## config.mk

```make
export PLATFORM = sky130hd
export DESIGN_NAME = uart_top_flat
export DESIGN_NICKNAME = d
export VERILOG_FILES = /design/src/rtl/uart_top_if.sv /design/src/rtl/uart_top.sv /design/src/flat_wrapper.sv
export SDC_FILE = /design/constraint.sdc
export NUM_CORES = 1
export LEC_CHECK = 0
export CORE_MARGIN = 2
export CORE_UTILIZATION = 55
export DETAILED_ROUTE_END_ITERATION = 12
export PLACE_DENSITY = 0.74
export SLEW_MARGIN = 40
export SYNTH_ARGS = -nofsm -noshare
export SYNTH_HDL_FRONTEND = slang
export SYNTH_SLANG_ARGS = --single-unit
```

## constraint.sdc

```tcl
create_clock -name clk -period 4.7 [get_ports clk]
set_clock_uncertainty 0.05 [all_clocks]
set_input_delay 0.94 -clock clk [delete_from_list [all_inputs] [get_ports clk]]
set_output_delay 0.94 -clock clk [all_outputs]
set_load 0.02 [all_outputs]
```

## src/rtl/uart_top_if.sv

```systemverilog
// Byte-level handshake between a UART loopback block and its user:
// transmit request/data in, serial line and received byte out.
interface uart_top_if;
   logic       tx_start;
   logic [7:0] data_in;
   logic       tx;
   logic [7:0] data_out;
   logic       rx_done;

   modport master (output tx_start, data_in, input tx, data_out, rx_done);
   modport slave  (input tx_start, data_in, output tx, data_out, rx_done);
endinterface

```

## src/rtl/uart_top.sv

```systemverilog
// 8N1 UART TX/RX pair with tx looped back into rx through a 2-flop synchronizer.
// rx_done fires exactly 9*CLKS_PER_BIT + CLKS_PER_BIT/2 + 4 cycles after the accept cycle.
//
// state   | meaning (TX)                     | meaning (RX)
// S_IDLE  | line high, waiting for tx_start  | waiting for a low on the synced line
// S_START | driving start bit (0)            | half-bit wait, then confirm start bit
// S_DATA  | driving data bits LSB first      | sampling 8 data bits at bit centres
// S_STOP  | driving stop bit (1)             | sampling stop bit, reporting good frames
module uart_top #(
   parameter int CLKS_PER_BIT = 16
) (
   input  logic       clk,
   input  logic       reset,
   uart_top_if.slave  bus
);
   localparam int CW = (CLKS_PER_BIT > 2) ? $clog2(CLKS_PER_BIT) : 1;
   localparam logic [CW-1:0] BIT_LAST  = CW'(CLKS_PER_BIT - 1);
   localparam logic [CW-1:0] HALF_LAST = CW'(CLKS_PER_BIT / 2 - 1);

   typedef enum logic [1:0] {S_IDLE, S_START, S_DATA, S_STOP} state_e;

   state_e        tx_state_q, tx_state_d;
   logic [CW-1:0] tx_cnt_q, tx_cnt_d;
   logic [2:0]    tx_bit_q, tx_bit_d;
   logic [7:0]    tx_shift_q, tx_shift_d;
   logic          tx_q, tx_d;

   state_e        rx_state_q, rx_state_d;
   logic [CW-1:0] rx_cnt_q, rx_cnt_d;
   logic [2:0]    rx_bit_q, rx_bit_d;
   logic [7:0]    rx_shift_q, rx_shift_d;
   logic [1:0]    sync_q, sync_d;
   logic [7:0]    data_out_q, data_out_d;
   logic          rx_done_q, rx_done_d;
   logic          rx_line;

   assign rx_line      = sync_q[1];
   assign bus.tx       = tx_q;
   assign bus.data_out = data_out_q;
   assign bus.rx_done  = rx_done_q;

   always_ff @(posedge clk) begin
      if (reset) begin
         tx_state_q <= S_IDLE;
         tx_cnt_q   <= '0;
         tx_bit_q   <= '0;
         tx_shift_q <= '0;
         tx_q       <= 1'b1;
         rx_state_q <= S_IDLE;
         rx_cnt_q   <= '0;
         rx_bit_q   <= '0;
         rx_shift_q <= '0;
         sync_q     <= 2'b11;
         data_out_q <= '0;
         rx_done_q  <= 1'b0;
      end else begin
         tx_state_q <= tx_state_d;
         tx_cnt_q   <= tx_cnt_d;
         tx_bit_q   <= tx_bit_d;
         tx_shift_q <= tx_shift_d;
         tx_q       <= tx_d;
         rx_state_q <= rx_state_d;
         rx_cnt_q   <= rx_cnt_d;
         rx_bit_q   <= rx_bit_d;
         rx_shift_q <= rx_shift_d;
         sync_q     <= sync_d;
         data_out_q <= data_out_d;
         rx_done_q  <= rx_done_d;
      end
   end

   // tx_d is the value for the next cycle, so the line changes exactly on state edges
   always_comb begin
      tx_state_d = tx_state_q;
      tx_cnt_d   = tx_cnt_q;
      tx_bit_d   = tx_bit_q;
      tx_shift_d = tx_shift_q;
      tx_d       = tx_q;
      case (tx_state_q)
         S_IDLE: begin
            tx_d = 1'b1;
            if (bus.tx_start) begin
               tx_shift_d = bus.data_in;
               tx_cnt_d   = BIT_LAST;
               tx_d       = 1'b0;
               tx_state_d = S_START;
            end
         end
         S_START: begin
            if (tx_cnt_q == '0) begin
               tx_cnt_d   = BIT_LAST;
               tx_bit_d   = '0;
               tx_d       = tx_shift_q[0];
               tx_state_d = S_DATA;
            end else begin
               tx_cnt_d = tx_cnt_q - CW'(1);
            end
         end
         S_DATA: begin
            if (tx_cnt_q == '0) begin
               tx_cnt_d = BIT_LAST;
               if (tx_bit_q == 3'd7) begin
                  tx_d       = 1'b1;
                  tx_state_d = S_STOP;
               end else begin
                  tx_shift_d = {1'b0, tx_shift_q[7:1]};
                  tx_d       = tx_shift_q[1];
                  tx_bit_d   = tx_bit_q + 3'd1;
               end
            end else begin
               tx_cnt_d = tx_cnt_q - CW'(1);
            end
         end
         S_STOP: begin
            if (tx_cnt_q == '0) tx_state_d = S_IDLE;
            else                tx_cnt_d   = tx_cnt_q - CW'(1);
         end
         default: tx_state_d = S_IDLE;
      endcase
   end

   always_comb begin
      sync_d     = {sync_q[0], tx_q};
      rx_state_d = rx_state_q;
      rx_cnt_d   = rx_cnt_q;
      rx_bit_d   = rx_bit_q;
      rx_shift_d = rx_shift_q;
      data_out_d = data_out_q;
      rx_done_d  = 1'b0;
      case (rx_state_q)
         S_IDLE: begin
            if (!rx_line) begin
               rx_cnt_d   = HALF_LAST;
               rx_state_d = S_START;
            end
         end
         S_START: begin
            if (rx_cnt_q == '0) begin
               if (!rx_line) begin
                  rx_cnt_d   = BIT_LAST;
                  rx_bit_d   = '0;
                  rx_state_d = S_DATA;
               end else begin
                  rx_state_d = S_IDLE;
               end
            end else begin
               rx_cnt_d = rx_cnt_q - CW'(1);
            end
         end
         S_DATA: begin
            if (rx_cnt_q == '0) begin
               rx_cnt_d   = BIT_LAST;
               rx_shift_d = {rx_line, rx_shift_q[7:1]};
               if (rx_bit_q == 3'd7) rx_state_d = S_STOP;
               else                  rx_bit_d   = rx_bit_q + 3'd1;
            end else begin
               rx_cnt_d = rx_cnt_q - CW'(1);
            end
         end
         S_STOP: begin
            if (rx_cnt_q == '0) begin
               rx_state_d = S_IDLE;
               // a low stop bit is a framing error: drop the byte silently
               if (rx_line) begin
                  data_out_d = rx_shift_q;
                  rx_done_d  = 1'b1;
               end
            end else begin
               rx_cnt_d = rx_cnt_q - CW'(1);
            end
         end
         default: rx_state_d = S_IDLE;
      endcase
   end
endmodule

```

## src/flat_wrapper.sv

```systemverilog
// flat-port wrapper written by rule: the top's interface ports become plain ports
module uart_top_flat 
#(
   parameter int CLKS_PER_BIT = 16
)
  (clk, reset, bus_tx_start, bus_data_in, bus_tx, bus_data_out, bus_rx_done);
  uart_top_if bus_i ();
  input  logic clk;
  input  logic reset;
  input wire logic [$bits(bus_i.tx_start)-1:0] bus_tx_start;
  input wire logic [$bits(bus_i.data_in)-1:0] bus_data_in;
  output wire logic [$bits(bus_i.tx)-1:0] bus_tx;
  output wire logic [$bits(bus_i.data_out)-1:0] bus_data_out;
  output wire logic [$bits(bus_i.rx_done)-1:0] bus_rx_done;
  assign bus_i.tx_start = bus_tx_start;
  assign bus_i.data_in = bus_data_in;
  assign bus_tx = bus_i.tx;
  assign bus_data_out = bus_i.data_out;
  assign bus_rx_done = bus_i.rx_done;
  uart_top #(.CLKS_PER_BIT(CLKS_PER_BIT)) u_core (.clk(clk), .reset(reset), .bus(bus_i));
endmodule
```

**After elaboration in Yosys (flattened, before gate mapping)**

Index checks and enable logic that the tools add are counted.
W data, S select, Z words.

- Shift operators: 0
- Bitwise gates (word level): 2
- Divide/modulo/power cells: 0
- $lt $le $gt $ge: 0
- Add/subtract/negate cells: 4
- Multiplexer cells: 42
- Multipliers: 0
- Equality and inequality tests: 24
- Reductions and logical operators: 20

Operators with widths:

| cell | number |
|---|---|
| $mux W4 | 8 |
| $mux W8 | 3 |
| $mux W2 | 11 |
| $mux W3 | 7 |
| $ne A2 B1 Y1 const B | 8 |
| $pmux W2 S4 | 2 |
| $pmux W4 S4 | 1 |
| $pmux W8 S2 | 1 |
| $reduce_and A5 Y1 | 3 |
| $ne A2 B2 Y1 const B | 7 |
| $pmux W3 S2 | 2 |
| $pmux W4 S3 | 1 |
| $reduce_and A3 Y1 | 3 |
| $eq A2 B2 Y1 const B | 4 |
| $logic_not A4 Y1 | 2 |
| $reduce_and A4 Y1 | 2 |
| $sub A4 B1 Y4 const B | 2 |
| $add A3 B1 Y3 const B | 2 |
| $eq A3 B3 Y1 const B | 2 |
| $reduce_bool A2 Y1 | 3 |
| $mux W1 | 5 |
| $eq A2 B1 Y1 const B | 2 |
| $logic_not A2 Y1 | 2 |
| $reduce_and A2 Y1 | 2 |
| other kinds (6) | 7 |

- Logic and storage cells: 104
- Output and inout port bits: 10
- Memory bits (read-only): 0
- RAM bits: 0
- Memories: 0
- Bits in latches: 0
- Bits in registers: 46
- Bits of input ports: 11

**Logic depth before layout (Yosys ltp)**

- Depth in word-level cells: 4
- Gate-level depth with buffers: 8
- Gate-level depth less buffers: 6

**Least setup slack after synthesis**

OpenSTA, ideal clock, no wires.

- Path kind: register to register
- Start: register u_core.tx_bit_q[0]
- End: register u_core.tx_shift_q[1]
- Slack: 2.537 ns
- Library setup time: 0.079 ns
- Stages on the path, launching flop included: 9
- Period minus slack after synthesis: 2.163 ns
- Arrival: 2.033 ns
- Path buffers: 2
- Required time: 4.571 ns
- Cell sequence: dfxtp_1 -> ha_1 -> ha_1 -> buf_6 -> or4b_4 -> a211oi_4 -> buf_6 -> nor2_1 -> a211oi_2

- Word-level cells in the longest chain between the ends: 3

RTL lines:

| element | RTL line | text |
|---|---|---|
| start, declared | uart_top.sv:24 | `logic [2:0] tx_bit_q, tx_bit_d;` |
| start signal, assigned | uart_top.sv:59 | `tx_bit_q <= tx_bit_d;` |
| $eq A3 B3 Y1 | uart_top.sv:102 | `if (tx_bit_q == 3'd7) begin` |
| $ne A2 B2 Y1 (no source line) | - |  |
| $reduce_and A4 Y1 (no source line) | - |  |
| end signal, assigned | uart_top.sv:60 | `tx_shift_q <= tx_shift_d;` |
| end, declared | uart_top.sv:25 | `logic [7:0] tx_shift_q, tx_shift_d;` |

No other way between the ends.
A chain may end at the register's enable or synchronous reset.

**Final worst setup path**

- Start: register u_core.tx_bit_q[0]
- End: register u_core.tx_shift_q[6]

The elaborated chain is that of the path after synthesis.

==> impl_metrics.env <==
export IMPL_outcome="finished clean"
export IMPL_wl_per_cell_um=12.8
export IMPL_syn_inst=270
export IMPL_setup_violations=0
export IMPL_die_w_um=69.0
export IMPL_clockBufferDepth=2
export IMPL_route_antenna_remaining_nets=0
export IMPL_dp_hpwl_um=3000
export IMPL_ios=21
export IMPL_grt_pass1_vias=1688
export IMPL_syn_avg_cell_area_um2=8.61
export IMPL_grt_max_degree=27
export IMPL_synth_seq_cells=46
export IMPL_period_needed_ns=2.49
export IMPL_synthAdderAreaFrac=0.0914
export IMPL_syn_nets=298
export IMPL_cts_hold_buf=0
export IMPL_row_count=23
export IMPL_hp_class="reg2reg"
export IMPL_power_density_nw_per_um2=556
export IMPL_cts_tree="yes"
export IMPL_worstMarginPinSlew_ns=0.777
export IMPL_drt_first_pass_iters=4
export IMPL_seq_area_frac_synth=0.396
export IMPL_drc=0
export IMPL_rsz0062_at_grt="no"
export IMPL_clk_latency_ns=0.30
export IMPL_start_kind="flip-flop"
export IMPL_crit_type="reg2reg"
export IMPL_start_util=0.577
export IMPL_nNetsFinal=312
export IMPL_multi_input_area_um2=1300
export IMPL_synth_xor_area_share=0
export IMPL_synth_simple_gate_area_share=0.208
export IMPL_yosysWarningCount=0
export IMPL_final_hold_viol_count=0
export IMPL_slew_headroom=0.481
export IMPL_synth_compound_area_frac=0.221
export IMPL_gr_usage_all_layers=0.186
export IMPL_core_um2=4030
export IMPL_synthToLayoutAreaGrowth_pct=12.8
export IMPL_synth_edf_count=0
export IMPL_yosys_cell_types_count=44
export IMPL_cap_violations=0
export IMPL_die_h_um=69.0
export IMPL_drtIter0Drc=254
export IMPL_die_area_um2=4770
export IMPL_maxSlewViolCount=0
export IMPL_cts_clk_slew_worst_paths_ns=0.09
export IMPL_max_freq_mhz=402
export IMPL_worst_ep_required_time_ns=4.85
export IMPL_post_route_period_util=0.530
export IMPL_endpoint_kind="flip-flop"
export IMPL_cts_htree_levels=2
export IMPL_drive_above_1_share=0.0877
export IMPL_grt_pass1_wl_um=7470
export IMPL_hold_ws_ns=0.371
export IMPL_clockRootBuffer="clkbuf_8"
export IMPL_wl_um=4280
export IMPL_worst_endpoint_arrival_ns=2.64
export IMPL_numCtsBuffers=5
export IMPL_seq_area_um2=921
export IMPL_port_buffers=20
export IMPL_synth_area_mux_share=0.0387
export IMPL_via_per_inst=5.64
export IMPL_p_leak_nw=0.953
export IMPL_synth_top_flop_cell="dfxtp_1"
export IMPL_fillCellCount=358
export IMPL_dp_slack_ns=2.04
export IMPL_cts_sinks=46
export IMPL_antenna_found_initial=0
export IMPL_finalSetupTns_ns=0
export IMPL_grt_overflow=0
export IMPL_synth_top_family_by_area="compound AO/OA/AOI/OAI gates"
export IMPL_diodes=0
export IMPL_setup_slack_ns=2.21
export IMPL_async_flop_share=0
export IMPL_num_vias=1891
export IMPL_post_cts_buffers=0
export IMPL_path_max_fanout=16
export IMPL_cts_resized_gates=0
export IMPL_ir_drop_uv=327
export IMPL_gp_congestion=0.807
export IMPL_total_power_mw=1.46
export IMPL_syn_area_um2=2330
report_power, final:
group          internal (mW)  switching, mW
clock network          0.106          0.143
logic                  0.291          0.388
registers              0.467         0.0624
total                  0.865          0.593
per-layer routing:
metal	up-vias	global-route usage	part of all wire
li1	985	-	-
met1	859	0.261	0.50
met2	42	0.290	0.44
met3	5	0.0395	0.043
met4	0	0.0523	0.014
met5	-	0	0
Yosys cell counts, drive strengths merged, types with 5 or more instances:
master  instances  area, um^2
clkbuf         12        45.0
o21ai           8        40.0
nand2          40         150
mux2i           9        90.1
ha             17         213
a211oi         11         105
dfxtp          46         921
inv            10        37.5
nor2           20        75.1
nand3           5        25.0
nor3            5        25.0
a21oi          33         165
nand2b          5        31.3
critical path, stage by stage (launching register included):
cell      delay [ns]
dfxtp_1         0.34
ha_1            0.20
ha_1            0.29
or4b_4          0.56
a211oi_4        0.60
nor2_1          0.08
a211oi_1        0.25
placed cells by master, fill, tap and decap left out, types with 3 or more instances in the layout:
cell type	Yosys	layout
inv_1	10	10
or3b_2	3	3
nand2b_1	5	5
or2_2	4	4
o31ai_1	3	3
nor3_1	5	5
nand2_1	40	40
clkdlybuf4s50_1	0	20
nor2b_1	4	4
a21oi_1	33	33
clkbuf_8	0	5
o21ai_0	7	7
mux2i_1	9	9
a32oi_1	3	3
nor3b_1	3	3
nor2_1	20	20
ha_1	17	16
nand3_1	5	5
dfxtp_1	46	46
a211oi_1	8	8
cell families (layout without fill, tap and decap cells):
family / count (synthesis) / count (layout)
mux: 9 / 9
simple gates: 98 / 98
fa+ha+maj: 17 / 17
buf+inv: 24 / 39
flops: 46 / 46
compound gates: 76 / 76
metrics by stage:
stage / std cells / instance area [um^2] / util
after floorplan: 270 / 2330 / -
after detailed placement: 327 / 2530 / 0.628
after global placement: 327 / 2530 / 0.628
final: 335 / 2620 / 0.651
after CTS: 335 / 2620 / 0.651
after global routing: 335 / 2620 / 0.651
sequential cells by signal, indices dropped and copies added, names as in the netlist, named ones only:
register             count
u_core.tx_shift_q        8
u_core.tx_bit_q          3
u_core.sync_q            2
u_core.bus.rx_done       1
u_core.rx_state_q        1
u_core.bus.tx            1
u_core.rx_cnt_q          4
u_core.rx_bit_q          3
u_core.tx_cnt_q          4
u_core.bus.data_out      8
u_core.tx_state_q        2
u_core.rx_shift_q        8
cell type report:
class,instances,share of cell area
tap,50,0.0238
inverter,10,0.0143
multi-input combinational,200,0.496
timing repair buffer,21,0.0792
clock buffer,5,0.0262
sequential,46,0.351
clock inverter,3,0.00906
path summary, 6_finish.rpt:
path / endpoint / start / slack, ns / cells after the start
max: u_core.tx_shift_q[6]$_SDFFE_PP0P_ / u_core.tx_bit_q[0]$_SDFFE_PP0P_ / 2.21 / 6
min: u_core.sync_q[1]$_SDFF_PP1_ / u_core.sync_q[0]$_SDFF_PP1_ / 0.37 / 1
max reg2reg: u_core.tx_shift_q[6]$_SDFFE_PP0P_ / u_core.tx_bit_q[0]$_SDFFE_PP0P_ / 2.21 / 6
min reg2reg: u_core.sync_q[1]$_SDFF_PP1_ / u_core.sync_q[0]$_SDFF_PP1_ / 0.37 / 1
Note: power is estimated with default switching activity, not from simulation.
